<file path="src/rtl/left_shift_unit.sv">
// Multi-cycle 32-bit logical left shifter: one fixed 16/8/4/2/1 stage per clock, start/ready handshake.
// Optional signed-overflow flag enabled by defining LSHIFT_OVF_EN.
module left_shift_unit (
  input  logic        clock,
  input  logic        reset,
  input  logic        ctrl_shift,
  input  logic [31:0] data_operandA,
  input  logic [4:0]  shamt,
  output logic [31:0] data_result,
  output logic        data_resultRDY,
  output logic        busy
`ifdef LSHIFT_OVF_EN
  ,
  output logic        overflow
`endif
);

  typedef enum logic [1:0] {IDLE, SHIFT, DONE} state_t;

  state_t      state;
  logic [2:0]  cnt;
  logic [31:0] work;
  logic [4:0]  amt;
  logic [4:0]  stage_width;
  logic        stage_on;
  logic [31:0] stage_out;

  // Stage k shifts by 16>>k when the matching shamt bit (MSB first) is set.
  always_comb begin
    stage_width = 5'd16 >> cnt;
    stage_on    = 1'b0;
    case (cnt)
      3'd0:    stage_on = amt[4];
      3'd1:    stage_on = amt[3];
      3'd2:    stage_on = amt[2];
      3'd3:    stage_on = amt[1];
      3'd4:    stage_on = amt[0];
      default: stage_on = 1'b0;
    endcase
    stage_out = stage_on ? (work << stage_width) : work;
  end

`ifdef LSHIFT_OVF_EN
  logic        ovf_acc;
  logic [31:0] top_bits;
  logic        stage_ovf;

  // The top s+1 bits must all match the sign, otherwise the s-bit shift loses magnitude.
  always_comb begin
    top_bits  = 32'($signed(work) >>> (5'd31 - stage_width));
    stage_ovf = stage_on && !((top_bits == 32'h0) || (top_bits == 32'hFFFF_FFFF));
  end
`endif

  always_ff @(posedge clock or posedge reset) begin
    if (reset) begin
      state          <= IDLE;
      cnt            <= 3'd0;
      work           <= 32'h0;
      amt            <= 5'd0;
      data_result    <= 32'h0;
      data_resultRDY <= 1'b0;
      busy           <= 1'b0;
`ifdef LSHIFT_OVF_EN
      ovf_acc        <= 1'b0;
      overflow       <= 1'b0;
`endif
    end else begin
      data_resultRDY <= 1'b0;
      if (state == SHIFT) begin
        work <= stage_out;
`ifdef LSHIFT_OVF_EN
        ovf_acc <= ovf_acc | stage_ovf;
`endif
        if (cnt == 3'd4) begin
          data_result    <= stage_out;
          data_resultRDY <= 1'b1;
          busy           <= 1'b0;
          state          <= DONE;
`ifdef LSHIFT_OVF_EN
          overflow       <= ovf_acc | stage_ovf;
`endif
        end else begin
          cnt <= cnt + 3'd1;
        end
      end else if (ctrl_shift) begin
        // Idle or done: accept a new op, which also allows back-to-back issue from DONE.
        work  <= data_operandA;
        amt   <= shamt;
        cnt   <= 3'd0;
        busy  <= 1'b1;
        state <= SHIFT;
`ifdef LSHIFT_OVF_EN
        ovf_acc <= 1'b0;
`endif
      end else begin
        state <= IDLE;
      end
    end
  end

endmodule
</file>
<file path="config.mk">
export PLATFORM = sky130hd
export DESIGN_NAME = left_shift_unit
export DESIGN_NICKNAME = d
export VERILOG_FILES = /design/src/rtl/left_shift_unit.sv
export SDC_FILE = /design/constraint.sdc
export NUM_CORES = 1
export LEC_CHECK = 0
export CORE_MARGIN = 2
export CORE_UTILIZATION = 25
export CTS_CLUSTER_SIZE = 30
export DETAILED_ROUTE_END_ITERATION = 7
export GPL_TIMING_DRIVEN = 1
export PLACE_DENSITY = 0.52
export SLEW_MARGIN = 20
export SYNTH_ARGS = -nofsm -noshare
export SYNTH_HDL_FRONTEND = slang
export SYNTH_SLANG_ARGS = --single-unit
export TNS_END_PERCENT = 10
</file>
<file path="constraint.sdc">
create_clock -name clock -period 4.2 [get_ports clock]
set_clock_uncertainty 0.05 [all_clocks]
set_input_delay 0.84 -clock clock [delete_from_list [all_inputs] [get_ports clock]]
set_output_delay 0.84 -clock clock [all_outputs]
set_load 0.05 [all_outputs]
</file>
==> results of run 1 <==
==> layout by cell type (no fill, tap or decap), types with 6 or more instances in the layout <==
master | synthesis | final
o21ai_1 | 7 | 7
a22oi_1 | 15 | 15
o221ai_1 | 7 | 7
a221o_1 | 6 | 6
buf_4 | 2 | 23
dfrtp_1 | 76 | 76
a31oi_1 | 10 | 10
ha_1 | 6 | 6
nor2_1 | 27 | 27
nand2b_1 | 8 | 8
a21oi_1 | 39 | 39
a221oi_1 | 7 | 7
o22ai_1 | 14 | 14
nor2b_1 | 18 | 17
inv_1 | 9 | 8
a32oi_1 | 6 | 6
nand3b_1 | 10 | 10
mux2i_1 | 18 | 18
clkbuf_16 | 0 | 9
mux4_2 | 11 | 11
o21ai_0 | 34 | 34
nand2_1 | 77 | 76
a211oi_1 | 18 | 18
clkdlybuf4s50_1 | 0 | 73
and3_1 | 13 | 13
==> worst max-delay path, delay by kind of cell (launching register included) <==
kind | cells | cell delay, ps
buffers and inverters | 3 | 880
AO/OA/AOI/OAI | 2 | 550
adder cells (fa/ha/maj) | 1 | 370
flip-flops | 1 | 850
AND/OR/NAND/NOR | 2 | 200
multiplexers | 1 | 370
==> state kept, by name, summed over array words and instances, names as in the netlist <==
name,flops
state,2
data_resultRDY,1
amt,5
data_result,32
cnt,3
work,32
busy,1
==> per-layer routing <==
layer | global-route usage (%) | routed length, µm | vias to the layer above
li1 | - | - | 2276
met3 | 4.38 | 1430 | 39
met5 | 0 | 0 | -
met1 | 28.3 | 9760 | 2483
met2 | 28.5 | 8880 | 210
met4 | 6.97 | 624 | 0
==> through the flow <==
step	hold WS [ps]	std cells	utilization (%)
2_1_floorplan	388	572	-
3_3_place_gp	414	886	30.5
3_5_place_dp	425	886	30.5
4_1_cts	438	902	32.3
5_1_grt	464	902	32.3
6_report	431	902	32.3
==> kinds of logic (layout without fill, tap and decap cells) <==
group / after synthesis / after routing / share of synthesized area [%]
compound gates: 212 / 212 / 29.3
simple gates: 182 / 182 / 17.3
flops: 76 / 76 / 37.1
buf+inv: 62 / 122 / 5.34
mux: 34 / 34 / 9.51
fa+ha+maj: 6 / 6 / 1.46
==> cell type report <==
cell class              instances  area share [%]
inverters                       9           0.538
multi-input cells             434            45.5
well taps                     270            5.19
clock buffers                  10            3.67
flip-flops and latches         76            29.2
repair buffers                 97            14.2
clock inverters                 6            1.71
==> worst max-delay path by stage <==
stage	start	endpoint	slack [ps]	cells past startpoint
2_1_floorplan	reset	amt[0]$_DFFE_PP0P_	1370	1
3_3_place_gp	cnt[2]$_DFFE_PP0P_	work[27]$_DFFE_PP0P_	840	9
3_5_place_dp	cnt[2]$_DFFE_PP0P_	work[27]$_DFFE_PP0P_	790	9
4_1_cts	cnt[2]$_DFFE_PP0P_	work[27]$_DFFE_PP0P_	760	9
5_1_grt	cnt[2]$_DFFE_PP0P_	work[27]$_DFFE_PP0P_	470	9
6_report	cnt[2]$_DFFE_PP0P_	work[27]$_DFFE_PP0P_	780	9
==> metrics.yaml, run 1 <==
core_um2: 20200
ios: 74
period_share_pct: 81.5
avgSynthCellArea_um2: 8.97
multi_input_area_um2: 2960
diodes: 0
start_kind: "flop"
grt_pass1_wl_mm: 32.3
cts_root_buf: "clkbuf_16"
cts_buffers: 9
seq_area_um2: 1900
ant_nets: 0
max_freq_mhz: 292
syn_nets: 618
yosysTopAreaCell: "dfrtp_1"
tns_ps: 0
synth_area_um2: 5130
cp_max_fo: 26
synth_top_area_share_pct: 37.1
dr.first_iter.drc_count: 458
synth-seq-area-share_pct: 37.1
clk_pin_slew_worst_paths_ps: 60
hold_path.class: "flop to flop"
antenna_found_initial: 0
layout-drive-gt1-share_pct: 11.7
cts_setup_buffers: 0
fillers: 2139
dieArea_um2: 21700
dr.pass1.iters: 5
final_period_minus_worst_setup_slack_ps: 3420
maxCapViolCount: 0
cts_tree: "yes"
slowest_stage: "dfrtp_1"
synth_seq_cells: 76
postCtsHoldBufs: 0
clockBufferDepth: 2
required_ps: 4360
rsz0062_at_grt: "no"
wl_per_cell_um: 22.9
r2r_cells: 9
design_area_um2: 6510
cpPeakStageDelay_ps: 850
cts.repair.resized: 0
outcome: "finished clean"
grt_start_max_net_pins: 43
async_reset_ff_share_pct: 100
rr_endpoint: "work[27]$_DFFE_PP0P_"
slew_headroom_pct: 28.7
worstHoldEndpoint: "data_result[2]$_DFFE_PP0P_"
synth_edf_count: 0
routed_via_density: 5.55
setup_violations: 0
drt-total-wl_mm: 20.7
fp.dieW_um: 147
grt_usage_pct: 19.6
clock_sinks: 76
yosys-top-cells-count: "nand2_1, dfrtp_1, a21oi_1"
cp-end-kind: "flop"
fin_nets: 673
r2r-start: "cnt[2]$_DFFE_PP0P_"
clkLatencyLatePin_ps: 350
drv_slew: 0
setup_ws_ps: 777
synthTopCellsByArea: "dfrtp_1, nand2_1, mux4_2"
pre_cts_slack_ps: 789
area_growth_pct: 26.9
critical_path_class: "flop to flop"
die_y_um: 147
start_util_pct: 25.4
tightest_slew_ps: 1070
post_synth_num_cell_types: 64
synth_ff_type: "dfrtp_1"
place.gp.congestion: 0.967
grt_pass1_vias: 5050
drcViolationCount: 0
min_from: "data_result[2]$_DFFE_PP0P_"
rows: 52
holdPathStages: 2
numPortBuffers: 73
cp.arrival_ps: 3580
worstPathCellList: "inv_1, ha_1, inv_1, buf_12, mux4_2, nand2_1, nand2_1, a221oi_1, a21oi_1"
yosysWarnings: 0
grt_overflow: 0
hold_violations: 0
place_area_um2: 6160
reg2reg_setup_slack_ps: 780
htree_levels: 3
hpwl_mm: 15.3
syn_inst: 572
yosysMostFrequentCell: "nand2_1"
vias: 5008
Power of run 1 is left out: the tool's default activity adds up to more than one toggle a clock period on the data nets, which glitch-free logic cannot reach.
==> run 2: changes to the inputs <==
- PLACE_DENSITY: 0.52 -> 0.53
- clock period: 4.2 -> 3.1 ns (I/O delays scaled with it)
==> run 2 against run 1 <==
  * Critical path depth increased by 2
  * Via count increased by 2.4%
  * Critical path type unchanged
  * Setup slack got worse by 530 ps
  * Flip-flop and latch count unchanged
  * Largest cell class unchanged
==> metrics.yaml, run 2 (synthesis gave the netlist of run 1 again) <==
place.gp.congestion: 0.961
routed_via_density: 5.42
r2r-start: "cnt[0]$_DFFE_PP0P_"
antenna_found_initial: 0
critical_path_class: "flop to flop"
fin_nets: 718
slowest_stage: "nor4_1"
worst-path-buf-inv: 4
slew_headroom_pct: 54.7
numPortBuffers: 73
setup_violations: 0
grt_start_max_net_pins: 41
grt_pass1_vias: 5252
start_kind: "flop"
drt-total-wl_mm: 22.3
cpPeakStageDelay_ps: 490
grt_overflow: 0
final_util_pct: 34.0
crit_path_start: "cnt[0]$_DFFE_PP0P_"
max_freq_mhz: 351
vias: 5129
tightest_slew_ps: 672
wl_met3_mm: 1.39
most-common-layout-cells: "nand2_1, dfrtp_1, clkdlybuf4s50_1"
crit_end: "work[27]$_DFFE_PP0P_"
clkLatencyLatePin_ps: 350
final_period_minus_worst_setup_slack_ps: 2850
clk_pin_slew_worst_paths_ps: 70
pre_cts_slack_ps: 188
diodes: 0
worstPathCellList: "ha_1, ha_1, inv_1, buf_12, nand2_1, o221ai_1, buf_4, nor4_1, a221oi_1, buf_4, a21oi_1"
hpwl_mm: 17.2
cp.depth: 11
dr.pass1.iters: 5
dieArea_um2: 21700
reg2reg_setup_slack_ps: 250
wl_per_cell_um: 23.6
highest_layer: "met4"
period_share_pct: 92.0
cp-end-kind: "flop"
hold_path.class: "flop to flop"
cts_setup_buffers: 0
start_util_pct: 25.4
hold_violations: 0
rsz0062_at_grt: "no"
cts_root_buf: "clkbuf_16"
wl_met2_mm: 9.55
clock_sinks: 76
grt_usage_pct: 21.0
fp.dieW_um: 147
area_growth_pct: 33.6
ant_nets: 0
cp.arrival_ps: 3070
r2r_cells: 11
htree_levels: 3
cp_max_fo: 31
cts_buffers: 9
cts_tree: "yes"
holdPathStages: 2
wl_met1_mm: 10.6
drcViolationCount: 0
reg_top3: "data_result: 32 flops, work: 32 flops, amt: 5 flops"
layout-drive-gt1-share_pct: 17.6
die_y_um: 147
dr.first_iter.drc_count: 491
outcome: "finished clean"
rows: 52
maxCapViolCount: 0
required_ps: 3320
cp_top_family: "buffers and inverters"
core_um2: 20200
rr_endpoint: "work[27]$_DFFE_PP0P_"
setup_ws_ps: 249
grt_pass1_wl_mm: 34.0
ios: 74
clockBufferDepth: 2
drv_slew: 0
tns_ps: 0
==> run 2: cell count changes in the layout (fill, tap and decap cells not counted) <==
cell,before,now
inv_6,0,1
a221oi_2,3,4
clkinv_2,2,1
bufinv_16,3,1
inv_2,0,1
o21ai_0,34,33
buf_4,23,64
clkbuf_1,0,1
buf_12,1,5
o21ai_1,7,8
a221oi_1,7,6
==> run 2: tightest hold or removal path, delay by kind of cell (launching register included) <==
family | cells | cell delay (ps)
AOI/OAI and AO/OA | 1 | 60
and+or+nand+nor | 1 | 50
DFF | 1 | 340
==> run 2: layout make-up <==
class,count,area (µm²)
fillers,2100,13300
multi-input cells,434,2970
flip-flops and latches,76,1900
repair buffers,142,1310
well taps,270,338
clock buffers,11,243
clock inverters,5,60.1
inverters,9,33.8
==> run 2: what timing repair did <==
item	in CTS	in global routing
hold buffers	0	0
gates resized for setup	0	2
setup endpoints to repair	0	3
==> run 2: per-layer routing <==
layer / GRT usage (%) / up-vias
met5: 0 / -
met4: 7.64 / 0
met3: 3.57 / 40
met2: 31.4 / 233
met1: 30.4 / 2494
li1: - / 2362
==> run 2: worst min path at each step <==
stage | startpoint | endpoint | slack, ps
2_1_floorplan | amt[1]$_DFFE_PP0P_ | amt[1]$_DFFE_PP0P_ | 390
3_3_place_gp | data_result[15]$_DFFE_PP0P_ | data_result[15]$_DFFE_PP0P_ | 410
3_5_place_dp | data_result[2]$_DFFE_PP0P_ | data_result[2]$_DFFE_PP0P_ | 430
4_1_cts | data_result[2]$_DFFE_PP0P_ | data_result[2]$_DFFE_PP0P_ | 440
5_1_grt | data_result[27]$_DFFE_PP0P_ | data_result[27]$_DFFE_PP0P_ | 460
6_report | data_result[2]$_DFFE_PP0P_ | data_result[2]$_DFFE_PP0P_ | 430
==> run 2: stage by stage <==
| stage | hold WS, ps | instances | area (µm²) |
|---|---|---|---|
| 2_1_floorplan | 388 | 572 | 5130 |
| 3_3_place_gp | 414 | 931 | 6540 |
| 3_5_place_dp | 426 | 931 | 6540 |
| 4_1_cts | 437 | 947 | 6850 |
| 5_1_grt | 464 | 947 | 6850 |
| 6_report | 429 | 947 | 6850 |
Power of run 2 is left out for the same reason.
==> run 3: changes to the inputs <==
- ABC_AREA: default -> 1
==> run 3 against run 2 <==
  * First-iteration DRC count is 15% lower
  * Highest routed layer unchanged
  * Maximum frequency is 18% higher
  * Design area is 2.4% lower
==> metrics.yaml, run 3 <==
cts_setup_buffers: 0
dieArea_um2: 22600
hold_path.class: "flop to flop"
antenna_found_initial: 0
synth_edf_count: 0
max_freq_mhz: 413
drt-total-wl_mm: 19.3
vias: 5765
multi_input_area_um2: 2890
seq_area_um2: 1900
grt_start_max_net_pins: 41
maxCapViolCount: 0
most-common-layout-cells: "nand2_1, nand3_1, dfrtp_1"
hpwl_mm: 14.4
dr.first_iter.drc_count: 416
grt_pass1_wl_mm: 31.1
place_area_um2: 6380
cp_max_fo: 21
fp.dieW_um: 150
yosysWarnings: 0
post_synth_num_cell_types: 30
cp-end-kind: "flop"
cts_root_buf: "clkbuf_16"
tightest_slew_ps: 599
yosysTopAreaCell: "dfrtp_1"
start_util_pct: 25.5
setup_violations: 0
ios: 74
clock_sinks: 76
design_area_um2: 6690
crit_top_cell: "nand3_1"
ir_drop_mv: 0.464
cp.arrival_ps: 2610
cts.repair.resized: 0
grt_pass1_vias: 5519
critical_path_class: "flop to flop"
rsz0062_at_grt: "no"
syn_nets: 885
outcome: "finished clean"
reg_top3: "data_result: 32 flops, work: 32 flops, amt: 5 flops"
holdWs_ps: 430
clkLatencyLatePin_ps: 350
dr.pass1.iters: 5
cts_tree: "yes"
die_y_um: 150
core_um2: 21000
postCtsHoldBufs: 0
start_kind: "flop"
synth_top_area_share_pct: 35.5
slowest_stage: "dfrtp_1"
tns_ps: 0
grt_usage_pct: 18.0
synthTopCellsByArea: "dfrtp_1, nand2_1, nand3_1"
synth_area_um2: 5350
async_reset_ff_share_pct: 100
final_common_cell: "nand2_1"
period_share_pct: 78.1
cts_buffers: 9
drv_slew: 0
setup_ws_ps: 679
fillers: 2355
place.gp.congestion: 0.946
synth_ff_type: "dfrtp_1"
fin_nets: 945
required_ps: 3290
grt_overflow: 0
rows: 53
synth-seq-area-share_pct: 35.5
worstPathCellList: "ha_1, ha_1, inv_1, buf_12, nand3_1, nand3_1, nand3_1, nand3_1, o21ai_1, nand2_1, nand2_1"
area_growth_pct: 24.9
cpPeakStageDelay_ps: 420
power.density_nw_per_um2: 1280
synth_seq_cells: 76
final_util_pct: 31.8
numPortBuffers: 73
slew_headroom_pct: 60.0
hold_violations: 0
pre_cts_slack_ps: 724
wl_per_cell_um: 16.4
yosysMostFrequentCell: "nand2_1"
power.leakage_nw: 3.29
clk_pin_slew_worst_paths_ps: 70
layout-drive-gt1-share_pct: 6.75
htree_levels: 3
clockBufferDepth: 2
avgSynthCellArea_um2: 6.38
routed_via_density: 4.89
final_period_minus_worst_setup_slack_ps: 2420
drcViolationCount: 0
ant_nets: 0
syn_inst: 839
yosys-top-cells-count: "nand2_1, nand3_1, dfrtp_1"
diodes: 0
-- run 3: cell types whose count changed after synthesis, sizes merged, moves of 14 or more --
| cell | delta |
|---|---|
| nor2b | -18 |
| a22oi | -19 |
| nand2 | +260 |
| buf | +14 |
| nand3 | +209 |
| a211oi | -18 |
| a21oi | -39 |
| clkbuf | -19 |
| mux2i | -18 |
| inv | +69 |
-- run 3: cells by family after synthesis --
logic type | count (synthesis) | synth area share [%]
and+or+nand+nor | 575 | 46.5
DFF | 76 | 35.5
buffers and inverters | 126 | 10.7
AOI/OAI and AO/OA | 56 | 5.94
adders and majority gates | 6 | 1.40
-- run 3: power by group --
group	internal (mW)	switching [mW]	total (mW)
registers	1.44	0.329	1.77
clock network	0.636	0.487	1.12
logic	1.76	3.93	5.69
total	3.84	4.75	8.59
-- run 3: final timing paths --
kind                                        startpoint                     endpoint  slack (ps)  depth (start not counted)
max in group asynchronous                        reset  data_result[15]$_DFFE_PP0P_        1760                          3
min reg2reg                data_result[23]$_DFFE_PP0P_  data_result[23]$_DFFE_PP0P_         430                          2
min                        data_result[23]$_DFFE_PP0P_  data_result[23]$_DFFE_PP0P_         430                          2
min in group asynchronous                        reset             busy$_DFFE_PP0P_         590                          2
max reg2reg                         cnt[0]$_DFFE_PP0P_         work[14]$_DFFE_PP0P_         680                         11
max                                 cnt[0]$_DFFE_PP0P_         work[14]$_DFFE_PP0P_         680                         11
-- run 3: area by class of cell --
class,instances,share of cell area [%]
clock buffer,9,3.37
clock inverter,7,1.22
inverter,78,4.47
multi-input combinational,637,43.2
sequential,76,28.4
tap,275,5.14
timing repair buffer,97,14.2
-- run 3: metrics by stage --
step	std cells	total power, mW
6_report	1179	8.59
5_1_grt	1179	9.39
4_1_cts	1179	8.60
3_5_place_dp	1163	7.44
3_3_place_gp	1163	7.46
2_1_floorplan	839	5.85
-- run 3: critical path: cells and delay by family (launching register included) --
| family | cells | cell delay [ps] |
|---|---|---|
| simple gates | 6 | 660 |
| buf+inv | 2 | 580 |
| fa+ha+maj | 2 | 460 |
| flops | 1 | 420 |
| compound gates | 1 | 110 |
-- run 3: layer usage --
layer | vias up | track usage (%) | share of wire, %
li1 | 2822 | - | -
met1 | 2750 | 26.3 | 50
met2 | 176 | 27.0 | 44
met3 | 17 | 3.73 | 5.4
met4 | 0 | 4.48 | 1.4
met5 | - | 0 | 0
(Power assumes the default switching activity.)
==> variant: new RTL, flow settings as in run 2 <==
The 3 states of `state_t` get a one-hot encoding in 3 bits.
--- a/src/rtl/left_shift_unit.sv
+++ b/src/rtl/left_shift_unit.sv
@@ -15,7 +15,7 @@
 `endif
 );
 
-  typedef enum logic [1:0] {IDLE, SHIFT, DONE} state_t;
+  typedef enum logic [2:0] {IDLE = 3'b001, SHIFT = 3'b010, DONE = 3'b100} state_t;
 
   state_t      state;
   logic [2:0]  cnt;
Behaviour: same outputs for any inputs over 10 cycles, from zero or initial values and one cycle with reset high; not proved beyond that.
==> variant against run 2 <==
  * Wire length is 3.1% lower
  * Design area shrank 0.24%
  * Via count down 0.35%
  * Worst setup slack better by 0.0052 ns
  * Sequential cell count is 1 higher
  * Synthesized area grew 1.2%
  * Critical path depth is 2 lower
==> variant: results (changes against run 2) <==
worst slew pin tran=0.704 ns (+0.0319 ns); post-synth cell types=71 (+11%); met1 GRT Util=27.7% (-2.7 points); status=complete, no violations; top cell type's share of synthesized area=36.6% (-0.43 points); Synth area leaders=dfrtp_1 (37%), nand2_1 (5.5%), mux4_2 (4.3%), mux2i_1 (4.1%), nor2_1 (3.3%); worst vdd ir=0.521 mV; Crit path arrival time=3.01 ns (-0.06 ns); DRT iter0 DRCs=575 (+17%); Synth warnings=0 (unchanged); worst stage delay on the critical path=0.56 ns (+0.07 ns); first-pass GRT wire length=32900 microns (-3.2%); Nets=713 (-0.70%); largest net degree at the start of global routing=78 (+90%); sequential share of the synthesized area=37.2% (+0.077 points); vias in the first global route=5218 (-0.65%); CP top delay family=compound AO/OA/AOI/OAI gates; placed inst area=0.00653 sq mm (-0.21%); gp weighted congestion=0.926 (-3.7%); syn nets=610 (-1.3%); Vias=5111 (-0.35%); Clock power frac=11.3%; leading cell types by count after synthesis=dfrtp_1 (76), nand2_1 (76), nor2_1 (46); slowest cell on the critical path=mux4_2; wire per inst=23.0 microns (-2.6%); met3 Use GR=3.19% (-0.38 points); pre-CTS setup slack=0.226 ns (+0.0380 ns); M2 GR Usage=31.6% (+0.20 points); layout cells sized above 1=18.6% (+1.0 points)
-- variant: cell count changes after synthesis, sizes merged, moves of 7 or more --
| cell | delta |
|---|---|
| a22oi | -7 |
| buf | +11 |
| clkbuf | -15 |
| a211oi | -8 |
| nor2 | +19 |
| nor2b | -8 |
-- variant: tightest hold or removal path: cells and delay by family (launching register included) --
family	cells	cell delay, ns
flip-flops	1	0.34
AO/OA/AOI/OAI	1	0.05
AND/OR/NAND/NOR	1	0.06
-- variant: worst paths after layout --
check                          startpoint  cells past startpoint              end  slack, ns
max                                cnt[0]                      9         work[31]       0.25
min                        data_result[6]                      2   data_result[6]       0.42
max reg2reg                        cnt[0]                      9         work[31]       0.25
min reg2reg                data_result[6]                      2   data_result[6]       0.42
max in group asynchronous           reset                      3         state[0]       1.98
min in group asynchronous           reset                      3  data_result[13]       0.63
-- variant: layout make-up --
| type | instances | area (sq um) |
|---|---|---|
| timing repair buffer | 141 | 1290 |
| sequential | 77 | 1930 |
| clock buffer | 10 | 229 |
| fill | 2146 | 13500 |
| tap | 270 | 338 |
| clock inverter | 6 | 71.3 |
| multi-input combinational | 428 | 2940 |
| inverter | 10 | 37.5 |
-- variant: through the flow --
step	total power, W	cells
after floorplan	0.00600	564
after global placement	0.00867	926
after detailed placement	0.00864	926
after CTS	0.00979	942
after global routing	0.0104	942
final	0.00978	942
-- variant: layer usage --
metal,up-vias,wire length [microns]
li1,2334,-
met1,2553,10100
met2,193,9820
met3,31,1160
met4,0,588
met5,-,0
-- variant: kinds of logic after synthesis --
family,count (synthesis),synth area share [%]
AO/OA/AOI/OAI,204,28.5
AND/OR/NAND/NOR,176,15.4
flip-flops,77,37.2
buffers and inverters,59,6.29
multiplexers,42,11.1
adder cells (fa/ha/maj),6,1.45
